===== src/rtl/axi_lite_pkg.sv =====
// Shared response codes and FSM state encodings for the AXI4-Lite memory slave.
package axi_lite_pkg;

  localparam logic [1:0] RESP_OKAY   = 2'b00;
  localparam logic [1:0] RESP_SLVERR = 2'b10;

  typedef enum logic {
    W_IDLE = 1'b0,
    W_RESP = 1'b1
  } w_state_e;

  typedef enum logic {
    R_IDLE = 1'b0,
    R_DATA = 1'b1
  } r_state_e;

endpackage


===== src/rtl/axi_lite_slave_mem_if.sv =====
// AXI4-Lite bus bundle between an interconnect master port and the memory slave.
interface axi_lite_slave_mem_if #(
  parameter int unsigned ADDR_W = 32,
  parameter int unsigned DATA_W = 32
);

  logic                  M_AWVALID;
  logic [ADDR_W-1:0]     M_AWADDR;
  logic                  S_AWREADY;
  logic                  M_WVALID;
  logic [DATA_W-1:0]     M_WDATA;
  logic [DATA_W/8-1:0]   M_WSTRB;
  logic                  S_WREADY;
  logic                  S_BVALID;
  logic [1:0]            S_BRESP;
  logic                  M_BREADY;
  logic                  M_ARVALID;
  logic [ADDR_W-1:0]     M_ARADDR;
  logic                  S_ARREADY;
  logic                  S_RVALID;
  logic [DATA_W-1:0]     S_RDATA;
  logic [1:0]            S_RRESP;
  logic                  M_RREADY;

  modport slave (
    input  M_AWVALID, M_AWADDR, M_WVALID, M_WDATA, M_WSTRB, M_BREADY,
    input  M_ARVALID, M_ARADDR, M_RREADY,
    output S_AWREADY, S_WREADY, S_BVALID, S_BRESP,
    output S_ARREADY, S_RVALID, S_RDATA, S_RRESP
  );

  modport master (
    output M_AWVALID, M_AWADDR, M_WVALID, M_WDATA, M_WSTRB, M_BREADY,
    output M_ARVALID, M_ARADDR, M_RREADY,
    input  S_AWREADY, S_WREADY, S_BVALID, S_BRESP,
    input  S_ARREADY, S_RVALID, S_RDATA, S_RRESP
  );

endinterface


===== src/rtl/byte_strobe_mem.sv =====
// Word-organised storage array with per-byte write enables and a registered read port.
module byte_strobe_mem #(
  parameter int unsigned DEPTH  = 16,
  parameter int unsigned DATA_W = 32,
  localparam int unsigned IdxW  = (DEPTH > 1) ? $clog2(DEPTH) : 1,
  localparam int unsigned StrbW = DATA_W / 8
) (
  input  logic              clk_i,
  input  logic              rst_ni,
  input  logic              we_i,
  input  logic [IdxW-1:0]   waddr_i,
  input  logic [DATA_W-1:0] wdata_i,
  input  logic [StrbW-1:0]  wstrb_i,
  input  logic              re_i,
  input  logic [IdxW-1:0]   raddr_i,
  output logic [DATA_W-1:0] rdata_o
);

  logic [DATA_W-1:0] mem_q [DEPTH];
  logic [DATA_W-1:0] rdata_q;

  // Array contents are deliberately left unreset.
  always_ff @(posedge clk_i) begin
    if (we_i) begin
      for (int b = 0; b < int'(StrbW); b++) begin
        if (wstrb_i[b]) begin
          mem_q[waddr_i][b*8 +: 8] <= wdata_i[b*8 +: 8];
        end
      end
    end
  end

  // Non-blocking read of the same edge as a write yields the pre-write word.
  always_ff @(posedge clk_i or negedge rst_ni) begin
    if (!rst_ni) begin
      rdata_q <= '0;
    end else if (re_i) begin
      rdata_q <= mem_q[raddr_i];
    end
  end

  assign rdata_o = rdata_q;

endmodule


===== src/rtl/axi_lite_slave_mem.sv =====
// AXI4-Lite scratch memory slave: independent write (AW/W/B) and read (AR/R) FSMs,
// byte strobes, and SLVERR for addresses beyond the array.
module axi_lite_slave_mem
  import axi_lite_pkg::*;
#(
  parameter int unsigned ADDR_W    = 32,
  parameter int unsigned DATA_W    = 32,
  parameter int unsigned MEM_BYTES = 64
) (
  input  logic                  S_ACLK,
  input  logic                  S_ARRESET_N,
  axi_lite_slave_mem_if.slave   bus
);

  localparam int unsigned StrbW = DATA_W / 8;
  localparam int unsigned LaneW = $clog2(StrbW);
  localparam int unsigned Depth = MEM_BYTES / StrbW;
  localparam int unsigned IdxW  = (Depth > 1) ? $clog2(Depth) : 1;

  function automatic logic in_range(input logic [ADDR_W-1:0] addr);
    return addr < ADDR_W'(MEM_BYTES);
  endfunction

  function automatic logic [IdxW-1:0] word_idx(input logic [ADDR_W-1:0] addr);
    return IdxW'(addr >> LaneW);
  endfunction

  // Reset asserts asynchronously but releases two edges later, in step with S_ACLK.
  logic [1:0] rst_sync_q;
  logic       rst_n;

  always_ff @(posedge S_ACLK or negedge S_ARRESET_N) begin
    if (!S_ARRESET_N) begin
      rst_sync_q <= '0;
    end else begin
      rst_sync_q <= {rst_sync_q[0], 1'b1};
    end
  end

  assign rst_n = rst_sync_q[1];

  // ---------------- Write path ----------------
  w_state_e          w_state_q, w_state_d;
  logic              aw_held_q, aw_held_d;
  logic              w_held_q, w_held_d;
  logic [ADDR_W-1:0] awaddr_q, awaddr_d;
  logic [DATA_W-1:0] wdata_q, wdata_d;
  logic [StrbW-1:0]  wstrb_q, wstrb_d;
  logic [1:0]        bresp_q, bresp_d;

  logic              awready, wready, bvalid;
  logic              aw_hs, w_hs, b_hs, commit, mem_we;
  logic [ADDR_W-1:0] cur_awaddr;
  logic [DATA_W-1:0] cur_wdata;
  logic [StrbW-1:0]  cur_wstrb;

  always_ff @(posedge S_ACLK or negedge rst_n) begin
    if (!rst_n) begin
      w_state_q <= W_IDLE;
      aw_held_q <= 1'b0;
      w_held_q  <= 1'b0;
      awaddr_q  <= '0;
      wdata_q   <= '0;
      wstrb_q   <= '0;
      bresp_q   <= RESP_OKAY;
    end else begin
      w_state_q <= w_state_d;
      aw_held_q <= aw_held_d;
      w_held_q  <= w_held_d;
      awaddr_q  <= awaddr_d;
      wdata_q   <= wdata_d;
      wstrb_q   <= wstrb_d;
      bresp_q   <= bresp_d;
    end
  end

  always_comb begin
    awready = 1'b0;
    wready  = 1'b0;
    bvalid  = 1'b0;
    unique case (w_state_q)
      W_IDLE: begin
        awready = rst_n & ~aw_held_q;
        wready  = rst_n & ~w_held_q;
      end
      W_RESP: bvalid = 1'b1;
      default: ;
    endcase
  end

  assign aw_hs      = bus.M_AWVALID & awready;
  assign w_hs       = bus.M_WVALID & wready;
  assign b_hs       = bvalid & bus.M_BREADY;
  assign cur_awaddr = aw_hs ? bus.M_AWADDR : awaddr_q;
  assign cur_wdata  = w_hs ? bus.M_WDATA : wdata_q;
  assign cur_wstrb  = w_hs ? bus.M_WSTRB : wstrb_q;
  // Commit on the edge where the later of AW/W lands (or both together).
  assign commit     = (w_state_q == W_IDLE) & (aw_held_q | aw_hs) & (w_held_q | w_hs);
  assign mem_we     = commit & in_range(cur_awaddr);

  always_comb begin
    w_state_d = w_state_q;
    aw_held_d = aw_held_q;
    w_held_d  = w_held_q;
    awaddr_d  = awaddr_q;
    wdata_d   = wdata_q;
    wstrb_d   = wstrb_q;
    bresp_d   = bresp_q;
    if (aw_hs) begin
      aw_held_d = 1'b1;
      awaddr_d  = bus.M_AWADDR;
    end
    if (w_hs) begin
      w_held_d = 1'b1;
      wdata_d  = bus.M_WDATA;
      wstrb_d  = bus.M_WSTRB;
    end
    unique case (w_state_q)
      W_IDLE: begin
        if (commit) begin
          w_state_d = W_RESP;
          bresp_d   = in_range(cur_awaddr) ? RESP_OKAY : RESP_SLVERR;
        end
      end
      W_RESP: begin
        if (b_hs) begin
          w_state_d = W_IDLE;
          aw_held_d = 1'b0;
          w_held_d  = 1'b0;
        end
      end
      default: w_state_d = W_IDLE;
    endcase
  end

  // ---------------- Read path ----------------
  r_state_e    r_state_q, r_state_d;
  logic [1:0]  rresp_q, rresp_d;
  logic        arready, rvalid, ar_hs;
  logic [DATA_W-1:0] mem_rdata;

  always_ff @(posedge S_ACLK or negedge rst_n) begin
    if (!rst_n) begin
      r_state_q <= R_IDLE;
      rresp_q   <= RESP_OKAY;
    end else begin
      r_state_q <= r_state_d;
      rresp_q   <= rresp_d;
    end
  end

  always_comb begin
    arready = 1'b0;
    rvalid  = 1'b0;
    unique case (r_state_q)
      R_IDLE:  arready = rst_n;
      R_DATA:  rvalid  = 1'b1;
      default: ;
    endcase
  end

  assign ar_hs = bus.M_ARVALID & arready;

  always_comb begin
    r_state_d = r_state_q;
    rresp_d   = rresp_q;
    unique case (r_state_q)
      R_IDLE: begin
        if (ar_hs) begin
          r_state_d = R_DATA;
          rresp_d   = in_range(bus.M_ARADDR) ? RESP_OKAY : RESP_SLVERR;
        end
      end
      R_DATA: begin
        if (bus.M_RREADY) begin
          r_state_d = R_IDLE;
        end
      end
      default: r_state_d = R_IDLE;
    endcase
  end

  byte_strobe_mem #(
    .DEPTH  (Depth),
    .DATA_W (DATA_W)
  ) u_mem (
    .clk_i   (S_ACLK),
    .rst_ni  (rst_n),
    .we_i    (mem_we),
    .waddr_i (word_idx(cur_awaddr)),
    .wdata_i (cur_wdata),
    .wstrb_i (cur_wstrb),
    .re_i    (ar_hs),
    .raddr_i (word_idx(bus.M_ARADDR)),
    .rdata_o (mem_rdata)
  );

  assign bus.S_AWREADY = awready;
  assign bus.S_WREADY  = wready;
  assign bus.S_BVALID  = bvalid;
  assign bus.S_BRESP   = bresp_q;
  assign bus.S_ARREADY = arready;
  assign bus.S_RVALID  = rvalid;
  // Out-of-range reads return zero regardless of what the array port last latched.
  assign bus.S_RDATA   = (rresp_q == RESP_OKAY) ? mem_rdata : '0;
  assign bus.S_RRESP   = rresp_q;

endmodule

===== src/flat_wrapper.sv =====
// flat-port wrapper written by rule: the top's interface ports become plain ports
module axi_lite_slave_mem_flat import axi_lite_pkg::*;
#(
  parameter int unsigned ADDR_W    = 32,
  parameter int unsigned DATA_W    = 32,
  parameter int unsigned MEM_BYTES = 64
)
  (S_ACLK, S_ARRESET_N, bus_M_AWVALID, bus_M_AWADDR, bus_M_WVALID, bus_M_WDATA, bus_M_WSTRB, bus_M_BREADY, bus_M_ARVALID, bus_M_ARADDR, bus_M_RREADY, bus_S_AWREADY, bus_S_WREADY, bus_S_BVALID, bus_S_BRESP, bus_S_ARREADY, bus_S_RVALID, bus_S_RDATA, bus_S_RRESP);
  axi_lite_slave_mem_if #(.ADDR_W(ADDR_W), .DATA_W(DATA_W)) bus_i ();
  input  logic S_ACLK;
  input  logic S_ARRESET_N;
  input wire logic [$bits(bus_i.M_AWVALID)-1:0] bus_M_AWVALID;
  input wire logic [$bits(bus_i.M_AWADDR)-1:0] bus_M_AWADDR;
  input wire logic [$bits(bus_i.M_WVALID)-1:0] bus_M_WVALID;
  input wire logic [$bits(bus_i.M_WDATA)-1:0] bus_M_WDATA;
  input wire logic [$bits(bus_i.M_WSTRB)-1:0] bus_M_WSTRB;
  input wire logic [$bits(bus_i.M_BREADY)-1:0] bus_M_BREADY;
  input wire logic [$bits(bus_i.M_ARVALID)-1:0] bus_M_ARVALID;
  input wire logic [$bits(bus_i.M_ARADDR)-1:0] bus_M_ARADDR;
  input wire logic [$bits(bus_i.M_RREADY)-1:0] bus_M_RREADY;
  output wire logic [$bits(bus_i.S_AWREADY)-1:0] bus_S_AWREADY;
  output wire logic [$bits(bus_i.S_WREADY)-1:0] bus_S_WREADY;
  output wire logic [$bits(bus_i.S_BVALID)-1:0] bus_S_BVALID;
  output wire logic [$bits(bus_i.S_BRESP)-1:0] bus_S_BRESP;
  output wire logic [$bits(bus_i.S_ARREADY)-1:0] bus_S_ARREADY;
  output wire logic [$bits(bus_i.S_RVALID)-1:0] bus_S_RVALID;
  output wire logic [$bits(bus_i.S_RDATA)-1:0] bus_S_RDATA;
  output wire logic [$bits(bus_i.S_RRESP)-1:0] bus_S_RRESP;
  assign bus_i.M_AWVALID = bus_M_AWVALID;
  assign bus_i.M_AWADDR = bus_M_AWADDR;
  assign bus_i.M_WVALID = bus_M_WVALID;
  assign bus_i.M_WDATA = bus_M_WDATA;
  assign bus_i.M_WSTRB = bus_M_WSTRB;
  assign bus_i.M_BREADY = bus_M_BREADY;
  assign bus_i.M_ARVALID = bus_M_ARVALID;
  assign bus_i.M_ARADDR = bus_M_ARADDR;
  assign bus_i.M_RREADY = bus_M_RREADY;
  assign bus_S_AWREADY = bus_i.S_AWREADY;
  assign bus_S_WREADY = bus_i.S_WREADY;
  assign bus_S_BVALID = bus_i.S_BVALID;
  assign bus_S_BRESP = bus_i.S_BRESP;
  assign bus_S_ARREADY = bus_i.S_ARREADY;
  assign bus_S_RVALID = bus_i.S_RVALID;
  assign bus_S_RDATA = bus_i.S_RDATA;
  assign bus_S_RRESP = bus_i.S_RRESP;
  axi_lite_slave_mem #(.ADDR_W(ADDR_W), .DATA_W(DATA_W), .MEM_BYTES(MEM_BYTES)) u_core (.S_ACLK(S_ACLK), .S_ARRESET_N(S_ARRESET_N), .bus(bus_i));
endmodule

===== config.mk =====
export PLATFORM = sky130hd
export DESIGN_NAME = axi_lite_slave_mem_flat
export DESIGN_NICKNAME = d
export VERILOG_FILES = /design/src/rtl/axi_lite_pkg.sv /design/src/rtl/axi_lite_slave_mem_if.sv /design/src/rtl/byte_strobe_mem.sv /design/src/rtl/axi_lite_slave_mem.sv /design/src/flat_wrapper.sv
export SDC_FILE = /design/constraint.sdc
export NUM_CORES = 1
export LEC_CHECK = 0
export BUFFER_PORTS_ARGS = -buffer_cell sky130_fd_sc_hd__buf_2
export CORE_MARGIN = 4
export CORE_UTILIZATION = 45
export DETAILED_ROUTE_END_ITERATION = 8
export HOLD_SLACK_MARGIN = 0.02
export PLACE_DENSITY = 0.69
export SLEW_MARGIN = 0
export SYNTH_ARGS = -nofsm -noshare
export SYNTH_HDL_FRONTEND = slang
export SYNTH_SLANG_ARGS = --single-unit

===== constraint.sdc =====
create_clock -name S_ACLK -period 4.2 [get_ports S_ACLK]
set_clock_uncertainty 0.2 [all_clocks]
set_input_delay 0 -clock S_ACLK [delete_from_list [all_inputs] [get_ports S_ACLK]]
set_output_delay 0 -clock S_ACLK [all_outputs]
set_load 0.05 [all_outputs]

==> results of run 1 <==
[worst paths after layout]
kind,start,endpoint,slack (ns),cells past startpoint
min in group S_ACLK,bus_M_AWADDR[3],u_core.awaddr_q[3],0.07,4
hold / removal,S_ARRESET_N,u_core.rst_sync_q[0],0.07,3
setup / recovery,u_core.rst_sync_q[1],u_core.u_mem.mem_q[1][26],0.62,4
setup reg to reg,u_core.rst_sync_q[1],u_core.u_mem.mem_q[1][26],0.62,4
max in group asynchronous,u_core.rst_sync_q[1],u_core.u_mem.rdata_o[11],2.55,1
hold reg to reg,u_core.rst_sync_q[1],u_core.aw_held_q,0.09,0
[state kept, by name, indices dropped and copies added, names as in the netlist, 2 cells and up]
signal                cells
u_core.u_mem.mem_q      512
u_core.u_mem.rdata_o     32
u_core.wdata_q           32
u_core.rst_sync_q         2
u_core.wstrb_q            4
u_core.awaddr_q          30
[layout by cell type, fill, tap and decap left out, types with 3 or more instances in the layout]
cell / Yosys / layout
edfxtp_1: 512 / 512
buf_2: 35 / 138
nand4_1: 4 / 4
dlygate4sd3_1: 0 / 167
clkbuf_1: 30 / 10
mux2i_2: 4 / 4
a211oi_1: 63 / 63
mux2i_1: 69 / 69
inv_1: 6 / 6
nor4_1: 30 / 30
o21ai_1: 7 / 7
nor2_1: 12 / 11
a22oi_1: 33 / 33
clkinvlp_4: 0 / 4
o21ai_0: 73 / 73
nand2_1: 98 / 98
mux2_2: 64 / 64
nand3_1: 6 / 6
clkbuf_8: 0 / 6
a21oi_1: 4 / 4
dfrtp_1: 106 / 105
bufinv_16: 0 / 12
nand2b_1: 9 / 9
mux4_2: 93 / 93
clkinv_1: 0 / 6
conb_1: 2 / 3
nor2b_1: 37 / 36
nor3_1: 18 / 18
buf_4: 13 / 88
clkbuf_16: 0 / 61
buf_12: 0 / 4
clkinv_2: 0 / 10
a22o_1: 31 / 31
[worst min-delay path, cell delays in order]
cell,delay (ns)
dlygate4sd3_1,0.54
buf_2,0.10
dlygate4sd3_1,0.57
[final cells by class]
cell class,count,area [µm²]
repair buffers,398,3120
flip-flops and latches,618,18000
inverters,6,22.5
clock buffers,76,1630
clock inverters,34,480
well taps,696,871
fillers,4066,23700
multi-input cells,673,6160
[power by group]
| part | total, µW | internal (µW) | switching (µW) |
|---|---|---|---|
| registers | 8160 | 7880 | 279 |
| clock network | 5710 | 3470 | 2240 |
| logic | 2840 | 947 | 1890 |
| total | 16700 | 12300 | 4410 |
[per-layer routing]
metal | up-vias | share of wire | GRT usage
li1 | 6279 | - | -
met1 | 7247 | 0.41 | 0.260
met2 | 521 | 0.50 | 0.342
met3 | 112 | 0.066 | 0.0395
met4 | 0 | 0.023 | 0.0497
met5 | - | 0 | 0
[cells by family after synthesis]
kind of cell,share of synthesized area
simple gates,0.0455
compound gates,0.0588
buf+inv,0.0200
flops,0.731
mux,0.144
other cells,0.000305
[what timing repair did]
| item | in CTS | in global routing |
|---|---|---|
| endpoints found under the hold margin | 626 | 0 |
| hold buffers | 167 | 0 |
| setup buffers | 0 | 0 |
[stage by stage]
stage	util	hold WS [ns]	power, µW	worst slack (ns)
final	0.561	0.0696	16700	0.616
after global routing	0.561	0.0553	17300	0.437
after CTS	0.561	0.0228	16700	0.672
after detailed placement	0.491	-0.412	10700	0.689
after global placement	0.491	-0.413	10600	0.870
after floorplan	-	-0.496	9830	0.310
==> results.sh, run 1 <==
export IMPL_nNetsFinal=1863
export IMPL_path_clk_slew_ns=0.06
export IMPL_synthDistinctLibCells=40
export IMPL_path_cells="a21oi_1 -> nor3_2 -> o21ai_0 -> a211oi_2"
export IMPL_wl_per_cell_um=23.5
export IMPL_cts_buffers=59
export IMPL_grt_max_degree=71
export IMPL_synth_warnings=0
export IMPL_fin_setup_tns_ns=0
export IMPL_dr_pass1_iters=5
export IMPL_rsz0062_at_grt="no"
export IMPL_slew_headroom=0.200
export IMPL_viasPerCell=5.66
export IMPL_first_global_vias=14700
export IMPL_cp_num_buf_inv=0
export IMPL_hp_class="in -> async"
export IMPL_synth_top_cell_by_area="edfxtp_1"
export IMPL_drt_wl_total_mm=58.7
export IMPL_post_cts_resized=0
export IMPL_worstMarginPinSlew_ns=1.20
export IMPL_synth_avg_cell_area_um2=17.8
export IMPL_start_util=0.456
export IMPL_yosys_most_used_dff="edfxtp_1"
export IMPL_final_area_um2=30300
export IMPL_path_class="reg -> reg"
export IMPL_ys_seq_area_frac=0.731
export IMPL_fin_crit_sh=0.853
export IMPL_yosys_top_cells_area="edfxtp_1 62%, dfrtp_1 11%, mux4_2 8.5%"
export IMPL_hold_viol_final=0
export IMPL_maxSlewViolCount=0
export IMPL_rows=85
export IMPL_cap_violations=0
export IMPL_die_x_um=242
export IMPL_powerDensity_nw_per_um2=551
export IMPL_core_region_area_um2=54000
export IMPL_gp_congestion=0.790
export IMPL_clock_fmax_ghz=0.279
export IMPL_drt_iter0_markers=1400
export IMPL_start_kind="register"
export IMPL_antenna_found_initial=0
export IMPL_hpwlAfterDp_mm=33.6
export IMPL_critical_path_peak_fanout=31
export IMPL_ys_seq_elements=618
export IMPL_clk_latency_ns=0.61
export IMPL_place_area_um2=26500
export IMPL_crit_arrival_ns=3.61
export IMPL_antenna_left=0
export IMPL_num_antenna_cells=0
export IMPL_syn_inst=1387
export IMPL_grt_usage=0.198
export IMPL_endpoint_kind="register"
export IMPL_area_delta_synth_final_pct=22.9
export IMPL_cts_root_buf="clkbuf_16"
export IMPL_vdd_ir_drop_max_uv=358
export IMPL_h_tree_depth=2
export IMPL_drive_gt1_frac=0.274
export IMPL_setup_viol=0
export IMPL_die_area_um2=58600
export IMPL_num_vias=14200
export IMPL_tritoncts="yes"
export IMPL_min_period_ns=3.58
export IMPL_yosysMostFrequentCell="edfxtp_1"
export IMPL_path_delay_family="compound AO/OA/AOI/OAI gates"
export IMPL_crit_slowest_cell="a211oi_2"
export IMPL_placedCellCount=2224
export IMPL_synth_top_area_share=0.623
export IMPL_grt_pass1_wl_mm=89.1
export IMPL_drc_errors=0
export IMPL_ios=148
export IMPL_grt_overflow=0
export IMPL_io_buffers=141
export IMPL_cts_sinks=618
export IMPL_cts_buffer_depth=3
export IMPL_p_leak_uw=0.0107
export IMPL_finalNonFillerCells=2501
export IMPL_synthesis_area_um2=24700
export IMPL_status="finished clean"
export IMPL_crit_required_ns=4.23
export IMPL_synth_common_cells="512 x edfxtp_1, 106 x dfrtp_1, 98 x nand2_1"
export IMPL_die_height_um=242
export IMPL_synth_edf_count=512
export IMPL_critPathMaxStageDelay_ns=0.80
export IMPL_async_reset_ff_frac=0.172
Note: power is estimated with default switching activity, not from simulation.
==> run 2: changes to the inputs <==
clock period = 4 ns   (was 4.2 ns; I/O delays follow)
==> results.sh, run 2 (synthesized netlist as in run 1, its figures left out) <==
export IMPL_fin_setup_tns_ns=0
export IMPL_finalNonFillerCells=2523
export IMPL_crit_end="u_core.u_mem.rdata_o[14]"
export IMPL_placedCellCount=2232
export IMPL_grt_max_degree=101
export IMPL_reg2reg_slack_ns=0.54
export IMPL_fin_crit_sh=0.865
export IMPL_num_vias=14500
export IMPL_rows=85
export IMPL_tritoncts="yes"
export IMPL_rsz0062_at_grt="no"
export IMPL_crit_required_ns=4.34
export IMPL_largest_register_ffs=512
export IMPL_powerDensity_nw_per_um2=571
export IMPL_viasPerCell=5.73
export IMPL_min_period_ns=3.46
export IMPL_clock_fmax_ghz=0.289
export IMPL_cts_buffers=60
export IMPL_critPathLaunch="u_core.rst_sync_q[1]"
export IMPL_core_region_area_um2=54000
export IMPL_hp_class="in -> async"
export IMPL_endpoint_kind="register"
export IMPL_crit_arrival_ns=3.80
export IMPL_layout_setup_ws_ns=0.539
export IMPL_r2r_end="u_core.u_mem.rdata_o[14]"
export IMPL_rr_startpoint="u_core.rst_sync_q[1]"
export IMPL_final_cell_mix="512 x edfxtp_1, 176 x dlygate4sd3_1, 138 x buf_2"
export IMPL_clk_latency_ns=0.61
export IMPL_cts_root_buf="clkbuf_16"
export IMPL_path_clk_slew_ns=0.07
export IMPL_die_area_um2=58600
export IMPL_area_delta_synth_final_pct=23.2
export IMPL_io_buffers=141
export IMPL_status="finished clean"
export IMPL_reg2reg_depth=8
export IMPL_die_height_um=242
export IMPL_hold_viol_final=0
export IMPL_final_area_um2=30400
export IMPL_p_leak_uw=0.0107
export IMPL_die_x_um=242
export IMPL_slew_headroom=0.194
export IMPL_nNetsFinal=1882
export IMPL_ios=148
export IMPL_dp_slack_ns=0.915
export IMPL_grt_overflow=0
export IMPL_antenna_found_initial=3
export IMPL_start_kind="register"
export IMPL_maxSlewViolCount=0
export IMPL_grt_usage=0.204
export IMPL_drt_wl_total_mm=60.2
export IMPL_h_tree_depth=2
export IMPL_setup_viol=0
export IMPL_top_register="u_core.u_mem.mem_q"
export IMPL_path_class="reg -> reg"
export IMPL_wl_per_cell_um=23.8
export IMPL_drc_errors=0
export IMPL_critical_path_peak_fanout=100
export IMPL_first_global_vias=15100
export IMPL_grt_pass1_wl_mm=91.9
export IMPL_vdd_ir_drop_max_uv=381
export IMPL_antenna_left=0
export IMPL_cap_violations=0
export IMPL_cts_sinks=618
export IMPL_cts_buffer_depth=3
export IMPL_dr_pass1_iters=7
export IMPL_start_util=0.456
export IMPL_gp_congestion=0.815
export IMPL_hpwlAfterDp_mm=34.4
export IMPL_layout_commonest_cell="edfxtp_1"
export IMPL_drt_iter0_markers=1225
export IMPL_worstMarginPinSlew_ns=1.20
export IMPL_place_area_um2=26600
export IMPL_drive_gt1_frac=0.276
==> run 2: changes by cell type in the layout (fill, tap and decap cells not counted) <==
cell,delta
inv_6,+1
clkinv_1,+4
clkinvlp_4,-1
dlygate4sd3_1,+9
clkinv_4,+4
diode_2,+2
buf_4,+7
clkinv_2,+1
bufinv_16,-6
clkbuf_1,-2
buf_12,+2
clkbuf_8,+1
==> run 2: what timing repair did <==
action	4_1_cts	5_1_grt
gates resized for setup	0	0
hold buffers	177	0
setup buffers	0	0
hold endpoints to repair	632	0
==> run 2: final cells by class <==
class | count | area (µm²)
well taps | 696 | 871
clock buffers | 75 | 1640
flip-flops and latches | 618 | 18000
fillers | 4032 | 23600
multi-input cells | 673 | 6160
inverters | 6 | 22.5
diodes | 2 | 5.00
clock inverters | 37 | 357
repair buffers | 416 | 3300
==> run 2: critical path: stages, from the launching register on <==
cell and delay, ns:
dfrtp_4 0.47, buf_12 0.50, nand3b_1 0.25, nor2_4 0.35
buf_12 0.27, nand3_1 0.09, dlygate4sd3_1 0.56, nand3_1 0.08
dlygate4sd3_1 0.54
==> run 2: metal layers <==
metal  GRT usage  vias to the layer above  part of all wire
met2       0.345                      575              0.49
met3      0.0345                      120             0.061
met5           0                        -           0.00022
li1            -                     6326                 -
met1       0.272                     7443              0.42
met4      0.0656                        2             0.028
==> run 2: how the worst min path moves through the flow <==
stage | startpoint | to | depth (start not counted)
floorplan | S_ARRESET_N | u_core.rst_sync_q[0] | 0
global placement | S_ARRESET_N | u_core.rst_sync_q[0] | 1
detailed placement | S_ARRESET_N | u_core.rst_sync_q[0] | 1
CTS | S_ARRESET_N | u_core.rst_sync_q[1] | 3
global route | S_ARRESET_N | u_core.rst_sync_q[0] | 3
finish | S_ARRESET_N | u_core.rst_sync_q[0] | 3
==> run 2: stage by stage <==
stage / util / hold WS, ns / power, µW
2_1_floorplan: - / -0.496 / 10300
3_3_place_gp: 0.492 / -0.413 / 11200
3_5_place_dp: 0.492 / -0.413 / 11400
4_1_cts: 0.562 / 0.0918 / 17300
5_1_grt: 0.562 / 0.122 / 18000
6_report: 0.562 / 0.0910 / 17400
==> run 2: where the power goes <==
| part | total [µW] | switching (µW) | internal [µW] | leakage, µW |
|---|---|---|---|---|
| clock network | 5640 | 2350 | 3290 | 0.000977 |
| registers | 8570 | 294 | 8270 | 0.00590 |
| logic | 3140 | 2100 | 1040 | 0.00386 |
| total | 17400 | 4750 | 12600 | 0.0107 |
